==> src/rtl/ps2_host_tx.sv <==
// ps2_host_tx -- host-to-device PS/2 transmitter.
// Sends one command byte to the keyboard over the shared ps2_clk/ps2_data pair,
// driving both lines open-drain through output enables (1 = pull low).
//
// Ports:
//   clk, clr            system clock, asynchronous active-high reset
//   ps2_clk, ps2_data   raw line read-back (unsynchronized)
//   ps2_clk_oe          1 = pull ps2_clk low
//   ps2_data_oe         1 = pull ps2_data low
//   tx_data, tx_valid   byte to send / request (taken only while tx_ready=1)
//   tx_ready            1 while idle
//   tx_done             one-cycle pulse: byte sent, device ack seen
//   tx_err              one-cycle pulse: transfer aborted
//   err_code            01 timeout, 10 no ack, 00 none; held until next accept
//
// INHIBIT_CYCLES is expected to be at least 2 so the data line can be pulled
// low on the last inhibit cycle while the clock is still held.
module ps2_host_tx #(
    parameter int INHIBIT_CYCLES = 5000,
    parameter int TIMEOUT_CYCLES = 750000
) (
    input  logic       clk,
    input  logic       clr,
    input  logic       ps2_clk,
    input  logic       ps2_data,
    output logic       ps2_clk_oe,
    output logic       ps2_data_oe,
    input  logic [7:0] tx_data,
    input  logic       tx_valid,
    output logic       tx_ready,
    output logic       tx_done,
    output logic       tx_err,
    output logic [1:0] err_code
);

    localparam int IW = $clog2(INHIBIT_CYCLES + 1);
    localparam int TW = $clog2(TIMEOUT_CYCLES + 1);

    typedef enum logic [2:0] {
        S_IDLE,
        S_INHIBIT,
        S_REQ,
        S_SEND,
        S_ACK,
        S_WAIT_IDLE
    } state_t;

    state_t        r_state;
    logic [1:0]    r_clk_sync;
    logic [1:0]    r_dat_sync;
    logic          r_clk_prev;
    logic [9:0]    r_frame;     // {stop, parity, data}, bit 0 goes out first
    logic [3:0]    r_bitcnt;
    logic [IW-1:0] r_inh_cnt;
    logic [TW-1:0] r_tmo_cnt;

    logic w_fall;
    logic w_timed;
    logic w_timeout;

    assign w_fall  = r_clk_prev & ~r_clk_sync[1];
    assign w_timed = (r_state == S_REQ) || (r_state == S_SEND) ||
                     (r_state == S_ACK) || (r_state == S_WAIT_IDLE);
    // Counter is 0 in the first REQ cycle, so the abort registers on the edge
    // that completes TIMEOUT_CYCLES cycles since REQ entry.
    assign w_timeout = w_timed && (r_tmo_cnt == TW'(TIMEOUT_CYCLES - 1));

    always_ff @(posedge clk or posedge clr) begin
        if (clr) begin
            // Syncs reset to the idle-high line level so no false fall is seen.
            r_clk_sync  <= 2'b11;
            r_dat_sync  <= 2'b11;
            r_clk_prev  <= 1'b1;
            r_state     <= S_IDLE;
            r_frame     <= '0;
            r_bitcnt    <= '0;
            r_inh_cnt   <= '0;
            r_tmo_cnt   <= '0;
            ps2_clk_oe  <= 1'b0;
            ps2_data_oe <= 1'b0;
            tx_ready    <= 1'b1;
            tx_done     <= 1'b0;
            tx_err      <= 1'b0;
            err_code    <= 2'b00;
        end else begin
            r_clk_sync <= {r_clk_sync[0], ps2_clk};
            r_dat_sync <= {r_dat_sync[0], ps2_data};
            r_clk_prev <= r_clk_sync[1];
            tx_done    <= 1'b0;
            tx_err     <= 1'b0;
            if (w_timed)
                r_tmo_cnt <= r_tmo_cnt + 1'b1;

            // Timeout takes priority over any fall seen in the same cycle.
            if (w_timeout) begin
                ps2_clk_oe  <= 1'b0;
                ps2_data_oe <= 1'b0;
                tx_err      <= 1'b1;
                err_code    <= 2'b01;
                tx_ready    <= 1'b1;
                r_state     <= S_IDLE;
            end else begin
                case (r_state)
                    S_IDLE: begin
                        ps2_clk_oe  <= 1'b0;
                        ps2_data_oe <= 1'b0;
                        if (tx_valid && tx_ready) begin
                            r_frame    <= {1'b1, ~^tx_data, tx_data};
                            err_code   <= 2'b00;
                            r_bitcnt   <= '0;
                            r_inh_cnt  <= '0;
                            tx_ready   <= 1'b0;
                            ps2_clk_oe <= 1'b1;
                            r_state    <= S_INHIBIT;
                        end
                    end
                    S_INHIBIT: begin
                        r_inh_cnt <= r_inh_cnt + 1'b1;
                        // Data goes low one cycle before the clock is released.
                        if (r_inh_cnt == IW'(INHIBIT_CYCLES - 2))
                            ps2_data_oe <= 1'b1;
                        if (r_inh_cnt == IW'(INHIBIT_CYCLES - 1)) begin
                            ps2_clk_oe <= 1'b0;
                            r_tmo_cnt  <= '0;
                            r_state    <= S_REQ;
                        end
                    end
                    S_REQ: begin
                        // Start bit is on the line; the device reads it on its
                        // first rising clock, so the first fall just advances.
                        if (w_fall)
                            r_state <= S_SEND;
                    end
                    S_SEND: begin
                        if (w_fall) begin
                            ps2_data_oe <= ~r_frame[r_bitcnt];
                            r_bitcnt    <= r_bitcnt + 1'b1;
                            if (r_bitcnt == 4'd9)
                                r_state <= S_ACK;
                        end
                    end
                    S_ACK: begin
                        if (w_fall) begin
                            if (!r_dat_sync[1]) begin
                                r_state <= S_WAIT_IDLE;
                            end else begin
                                tx_err   <= 1'b1;
                                err_code <= 2'b10;
                                tx_ready <= 1'b1;
                                r_state  <= S_IDLE;
                            end
                        end
                    end
                    S_WAIT_IDLE: begin
                        if (r_clk_sync[1] && r_dat_sync[1]) begin
                            tx_done  <= 1'b1;
                            tx_ready <= 1'b1;
                            r_state  <= S_IDLE;
                        end
                    end
                    default: r_state <= S_IDLE;
                endcase
            end
        end
    end

endmodule

==> config.mk <==
export PLATFORM = sky130hd
export DESIGN_NAME = ps2_host_tx
export DESIGN_NICKNAME = d
export VERILOG_FILES = /design/src/rtl/ps2_host_tx.sv
export SDC_FILE = /design/constraint.sdc
export NUM_CORES = 1
export LEC_CHECK = 0
export ABC_AREA = 1
export BUFFER_PORTS_ARGS = -buffer_cell sky130_fd_sc_hd__clkbuf_2
export CAP_MARGIN = 20
export CORE_MARGIN = 8
export CORE_UTILIZATION = 40
export CTS_CLUSTER_DIAMETER = 50
export DETAILED_ROUTE_END_ITERATION = 8
export GPL_ROUTABILITY_DRIVEN = 0
export GPL_TIMING_DRIVEN = 0
export REMOVE_ABC_BUFFERS = 1
export SLEW_MARGIN = 20
export SYNTH_ARGS = -nofsm -noshare
export SYNTH_HDL_FRONTEND = slang
export SYNTH_SLANG_ARGS = --single-unit
export TNS_END_PERCENT = 20
==> constraint.sdc <==
create_clock -name clk -period 1.6 [get_ports clk]
set_input_delay 0.08 -clock clk [delete_from_list [all_inputs] [get_ports clk]]
set_output_delay 0.08 -clock clk [all_outputs]
set_load 0.005 [all_outputs]
==> results.md, run 1 <==
* Status: complete, but fails checks
* Failing checks: setup timing
* CTS Buf Count at 9
* H-tree Lvls at 3
* I/O Pins at 20
* DR iter-0 viols at 128
* Die width at 110 µm
* Final Util at 0.524
* Placed inst area at 0.00372 mm²
* PortBufs at 19
* Pwr dens at 636 mW/mm²
* Net Sw Frac at 0.239
* Yosys reg bits at 62
* Critical Path End Type: register
* Synth-to-Final Area Change at 28.5%
* Worst Tran Pin Value at 0.354 ns
* DIE AREA at 0.0120 mm²
* Internal cell power at 2.18 mW
* Clk buf depth at 2
* Final ANT Viol Nets at 0
* Share of layout cells above drive strength 1 at 0.291
* R2R cell count at 10
* Drt pass-1 iters at 4
* CTS tree: yes
* Worst path required time at 1.84 ns
* Endpoints failing setup at 4
* Area taken by multi-input logic gates at 0.00185 mm²
* CP arrival at 1.90 ns
* Yosys warns at 0
* Power share of the clock group at 0.405
* Most common cell in the synthesized netlist: nand2_1
* Place WS at -0.426 ns
* Total Wirelength at 8120 µm
* Initial antenna violation count at 0
* Mapped Cells at 448
* Commonest cells post-synth: nand2_1 (119), inv_1 (57), dfrtp_1 (56), nor2_1 (56), nand3_1 (30)
* Max stage delay on crit path at 0.41 ns
* Final instance area at 0.00450 mm²
* Post-synth EDFFs at 0
* Sink Count at 62
* Crit-path slowest cell: dfrtp_1
* Maximum VDD drop at 0.584 mV
* Seq. cell area at 0.00156 mm²
* Worst r2r src: r_tmo_cnt[0]
* Setup TNS at -0.184 ns
* Avg Cell Area, Syn at 7.82 µm²
* Highest Clock Rate at 602 MHz
* Fillcell total at 817
* Critical path, cell by cell: ha_4, nand3_4, a21oi_4, nand3_4, nand3_2, nand2_2, nor2_4, nand2_2, nand2_2, nand2_2
* Period minus WS final at 1.66 ns
* Pleak at 2.29 nW
* Synthesized area at 0.00350 mm²
* GRT Total Usage at 0.145
* Largest net degree at the start of global routing at 39
* FF-to-FF End: r_state[2]
* Async S/R FF share, synth at 1.00
* WS Path Type: reg2reg
* Largest cells by area after synthesis: dfrtp_1 (40%), nand2_1 (13%), inv_1 (6.1%)
* Largest area contributor in the netlist: dfrtp_1
* Root Driver: clkbuf_8
* Initial core utilization at 0.408
* Top-area cell type share of the netlist area at 0.400
* Max-Slew Margin vs Limit at 0.763
* Worst Setup Start Kind: register
* Remaining DRCs at 0
* P_sw at 0.685 mW
* Congestion Overflow GR at 0
* Clock Skew at 0.0105 ns
* Comb pwr share at 0.042
* Final Max Slew Viols at 0
* Vias at 3,056
* Clock-pin slew on the worst setup and hold paths at 0.07 ns
* Reg-to-reg slack, setup at -0.06 ns
* Post-DR wirelength/cell at 12.8 µm
* Die height at 110 µm
* Finished Layout Cells at 634
* Max-Cap Viols at 0
* Main flop type after synthesis: dfrtp_1
* Critical Path Fanout Max at 6
* Hold_ws at 0.236 ns
* Distinct cell type count after synthesis at 40
* Nets@finish at 539
* Sequential share of power at 0.553
* Vias in the first global route at 3,050
* HPWL Detailed at 5280 µm
* Register area share after synthesis at 0.445
* Slack of the critical path at -0.0601 ns
* Tcrit/Tclk final at 1.04
* Vias/cell at 4.82
* Crit path from: r_tmo_cnt[0]
* Final Hold Violating Endpoints at 0
* Rows at 34
* Most frequent cell on the critical path: nand2_2
* Power, Total at 2.86 mW
* Worst-Skew Late Latency at 0.35 ns
* First-pass GRT wire length at 13,800 µm
* Worst hold path type: in2async
* Placeable Area at 0.00859 mm²
* ANT cells at 0
* RSZ-0062 raised after global routing: true
* Inst Count DP at 570
[area by class of cell]
class	instances	area share
clock buffers	10	0.0283
clock inverters	6	0.00667
inverters	61	0.0536
multi-input cells	320	0.412
flip-flops and latches	62	0.347
well taps	108	0.0300
repair buffers	65	0.119
repair inverters	2	0.00334
[power by group through the flow]
stage | Sequential [mW] | Combinational (mW) | Clock (mW)
after floorplan | 1.61 | 0.0563 | 0
after global placement | 1.61 | 0.0890 | 0
after detailed placement | 1.61 | 0.0985 | 0
after CTS | 1.58 | 0.120 | 1.20
after global routing | 1.58 | 0.134 | 1.27
final | 1.58 | 0.121 | 1.16
[kinds of logic (layout without fill, tap and decap cells)]
| family | after synthesis | in the layout | synth area share |
|---|---|---|---|
| buf+inv | 67 | 144 | 0.0757 |
| compound gates | 45 | 45 | 0.0790 |
| xor+xnor | 21 | 21 | 0.0525 |
| flops | 62 | 62 | 0.445 |
| fa+ha+maj | 5 | 5 | 0.0179 |
| simple gates | 248 | 249 | 0.330 |
[worst max-delay path, delay by kind of cell (launching register included)]
family / cells / cell delay [ns]
flops: 1 / 0.41
compound gates: 1 / 0.19
simple gates: 8 / 0.77
fa+ha+maj: 1 / 0.17
[worst max path at each step]
stage / end / slack, ns / cells after the start
after floorplan: err_code[0] / -0.03 / 8
after global placement: r_frame[0] / -0.85 / 2
after detailed placement: err_code[0] / -0.43 / 8
after CTS: r_state[2] / -0.02 / 10
after global routing: r_tmo_cnt[1] / -0.16 / 7
final: r_state[2] / -0.06 / 10
[routing by layer]
layer | part of all wire | up-vias | track usage
met5 | 0 | - | 0
met4 | 0.0090 | 0 | 0.0395
met3 | 0.038 | 10 | 0.0428
met2 | 0.49 | 39 | 0.252
met1 | 0.46 | 1441 | 0.168
li1 | - | 1566 | -
[flip-flops by register name (all words and copies together), names as in the netlist, 2 cells and up]
name	cells
err_code	2
r_bitcnt	4
r_clk_sync	2
r_dat_sync	2
r_frame	10
r_inh_cnt	13
r_state	3
r_tmo_cnt	20
[repair_timing]
action,CTS,global route
gates cloned,3,1
setup endpoints to repair,48,43
pin swaps,8,21
hold buffers,11,0
setup buffers,16,17
gates resized for setup,27,38
hold endpoints to repair,34,0
[placed cells by master (no fill, tap or decap), types with 2 or more instances in the layout]
cell	count
nor2_2	8
clkbuf_8	9
nand2_4	5
nand3_1	26
dlygate4sd3_1	11
xor2_1	13
clkinv_2	6
a21oi_1	13
xnor2_1	8
inv_4	2
inv_1	49
clkinvlp_4	4
dfrtp_2	4
dfstp_2	6
o21ai_2	3
ha_1	4
nand4_1	8
o21ai_1	6
buf_12	3
nor3_1	4
nor3_2	4
nand3_4	2
inv_2	8
o21ai_0	13
nand3_2	6
nand2_1	109
nor2_1	46
nand2_2	15
o211a_1	2
nor2_4	10
clkbuf_2	19
buf_4	29
dfrtp_1	52
o21a_1	2
Note: power is estimated with default switching activity, not from simulation.
==> run 2: changes to the inputs <==
- SETUP_SLACK_MARGIN: not set -> 0.02
- SKIP_CTS_REPAIR_TIMING: not set -> 1
==> results.md, run 2 (synthesis results as in run 1) <==
* RSZ-0062 raised after global routing: true
* Max-Cap Viols at 0
* Hold Startpoint: tx_valid
* H-tree Lvls at 3
* Synth-to-Final Area Change at 27.4%
* Placeable Area at 0.00859 mm²
* Critical path, cell by cell: ha_4, nand3_4, a21oi_4, nand3_4, nand3_2, nand2_2, nor2_4, nand2_2, nand2_2, nand2_2
* Final Max Slew Viols at 0
* DR iter-0 viols at 90
* Final ANT Viol Nets at 0
* Area taken by multi-input logic gates at 0.00186 mm²
* Rows at 34
* Pleak at 2.26 nW
* Die height at 110 µm
* Post-DR wirelength/cell at 12.7 µm
* Pwr dens at 642 mW/mm²
* Fillcell total at 823
* PortBufs at 19
* Initial core utilization at 0.408
* Worst Tran Pin Value at 0.394 ns
* Worst hold path type: in2reg
* Crit path from: r_tmo_cnt[0]
* Comb pwr share at 0.042
* Critical Path Fanout Max at 7
* Endpoints failing setup at 19
* Commonest cells after routing, fill and taps aside: nand2_1 (111), dfrtp_1 (54), inv_1 (51), nor2_1 (45)
* Nets@finish at 537
* Die width at 110 µm
* Vias/cell at 4.84
* Critical Path End Type: register
* Largest regs: r_tmo_cnt (20), r_inh_cnt (13), r_frame (10)
* ANT cells at 0
* Sink Count at 62
* Slack of the critical path at -0.0775 ns
* Seq. cell area at 0.00156 mm²
* Drt pass-1 iters at 5
* Tcrit/Tclk final at 1.05
* Max reg flops at 20
* Most common cell after layout, fill and taps aside: nand2_1
* CTS tree: yes
* CTS Buf Count at 9
* P_sw at 0.688 mW
* Total Wirelength at 8040 µm
* Initial antenna violation count at 0
* Hold_ws at 0.152 ns
* Largest net degree at the start of global routing at 39
* Failing checks: setup timing
* I/O Pins at 20
* Crit-path slowest cell: dfrtp_1
* Worst-Skew Late Latency at 0.35 ns
* Clock Skew at 0.0114 ns
* Max-Slew Margin vs Limit at 0.736
* Max stage delay on crit path at 0.40 ns
* Highest Clock Rate at 596 MHz
* Share of layout cells above drive strength 1 at 0.282
* Internal cell power at 2.18 mW
* Vias at 3,062
* Remaining DRCs at 0
* CP arrival at 1.92 ns
* DIE AREA at 0.0120 mm²
* Place WS at -0.426 ns
* First-pass GRT wire length at 12,800 µm
* Congestion Overflow GR at 0
* Worst path required time at 1.84 ns
* HPWL Detailed at 5280 µm
* Worst r2r src: r_tmo_cnt[0]
* Status: complete, but fails checks
* Sequential share of power at 0.552
* Most frequent cell on the critical path: nand2_2
* Maximum VDD drop at 0.568 mV
* Root Driver: clkbuf_8
* Top reg by flops: r_tmo_cnt
* Clock-pin slew on the worst setup and hold paths at 0.07 ns
* Final Hold Violating Endpoints at 0
* GRT Total Usage at 0.134
* WS Path Type: reg2reg
* Vias in the first global route at 2,874
* Period minus WS final at 1.68 ns
* Clk buf depth at 2
* Worst Setup Start Kind: register
* Net Sw Frac at 0.240
* Power share of the clock group at 0.406
-- run 2: final timing paths --
path / slack, ns / to / depth (start not counted)
max in group asynchronous: 0.80 / tx_ready / 4
worst max-delay path: -0.08 / r_state[2] / 10
worst max register to register: -0.08 / r_state[2] / 10
worst min-delay path: 0.15 / tx_ready / 4
worst min register to register: 0.36 / r_clk_sync[1] / 0
min in group asynchronous: 0.23 / r_tmo_cnt[13] / 3
-- run 2: layer usage --
layer	vias up	routed length, µm	global-route usage
met5	-	0	0
met4	0	74	0.0415
met3	10	287	0.0428
met2	41	4040	0.229
met1	1448	3640	0.156
li1	1563	-	-
-- run 2: final cells by class --
type | instances | share of cell area
sequential | 62 | 0.350
tap | 108 | 0.0303
clock buffer | 10 | 0.0286
clock inverter | 6 | 0.00673
timing repair inverter | 3 | 0.00449
inverter | 61 | 0.0547
timing repair buffer | 61 | 0.108
multi-input combinational | 321 | 0.417
-- run 2: power groups by stage --
| stage | combinational (mW) | sequential (mW) | clock [mW] |
|---|---|---|---|
| detailed placement | 0.0985 | 1.61 | 0 |
| global route | 0.134 | 1.58 | 1.27 |
| global placement | 0.0890 | 1.61 | 0 |
| floorplan | 0.0563 | 1.61 | 0 |
| finish | 0.120 | 1.58 | 1.16 |
| CTS | 0.0993 | 1.58 | 1.20 |
-- run 2: critical path, delay by kind of cell (launching register included) --
kind / cells / cell delay (ns)
fa+ha+maj: 1 / 0.17
flops: 1 / 0.40
compound gates: 1 / 0.22
simple gates: 8 / 0.77
-- run 2: through the flow --
step                      TNS (ns)  instances  utilization  cell area [µm²]  power, mW
after floorplan             -0.705        442            -             3470       1.67
after global placement      -58.36        569        0.430             3700       1.70
after detailed placement    -10.64        570        0.433             3720       1.71
after CTS                   -11.56        586        0.451             3880       2.88
after global routing         -4.79        632        0.519             4460       2.98
final                       -0.600        632        0.519             4460       2.86
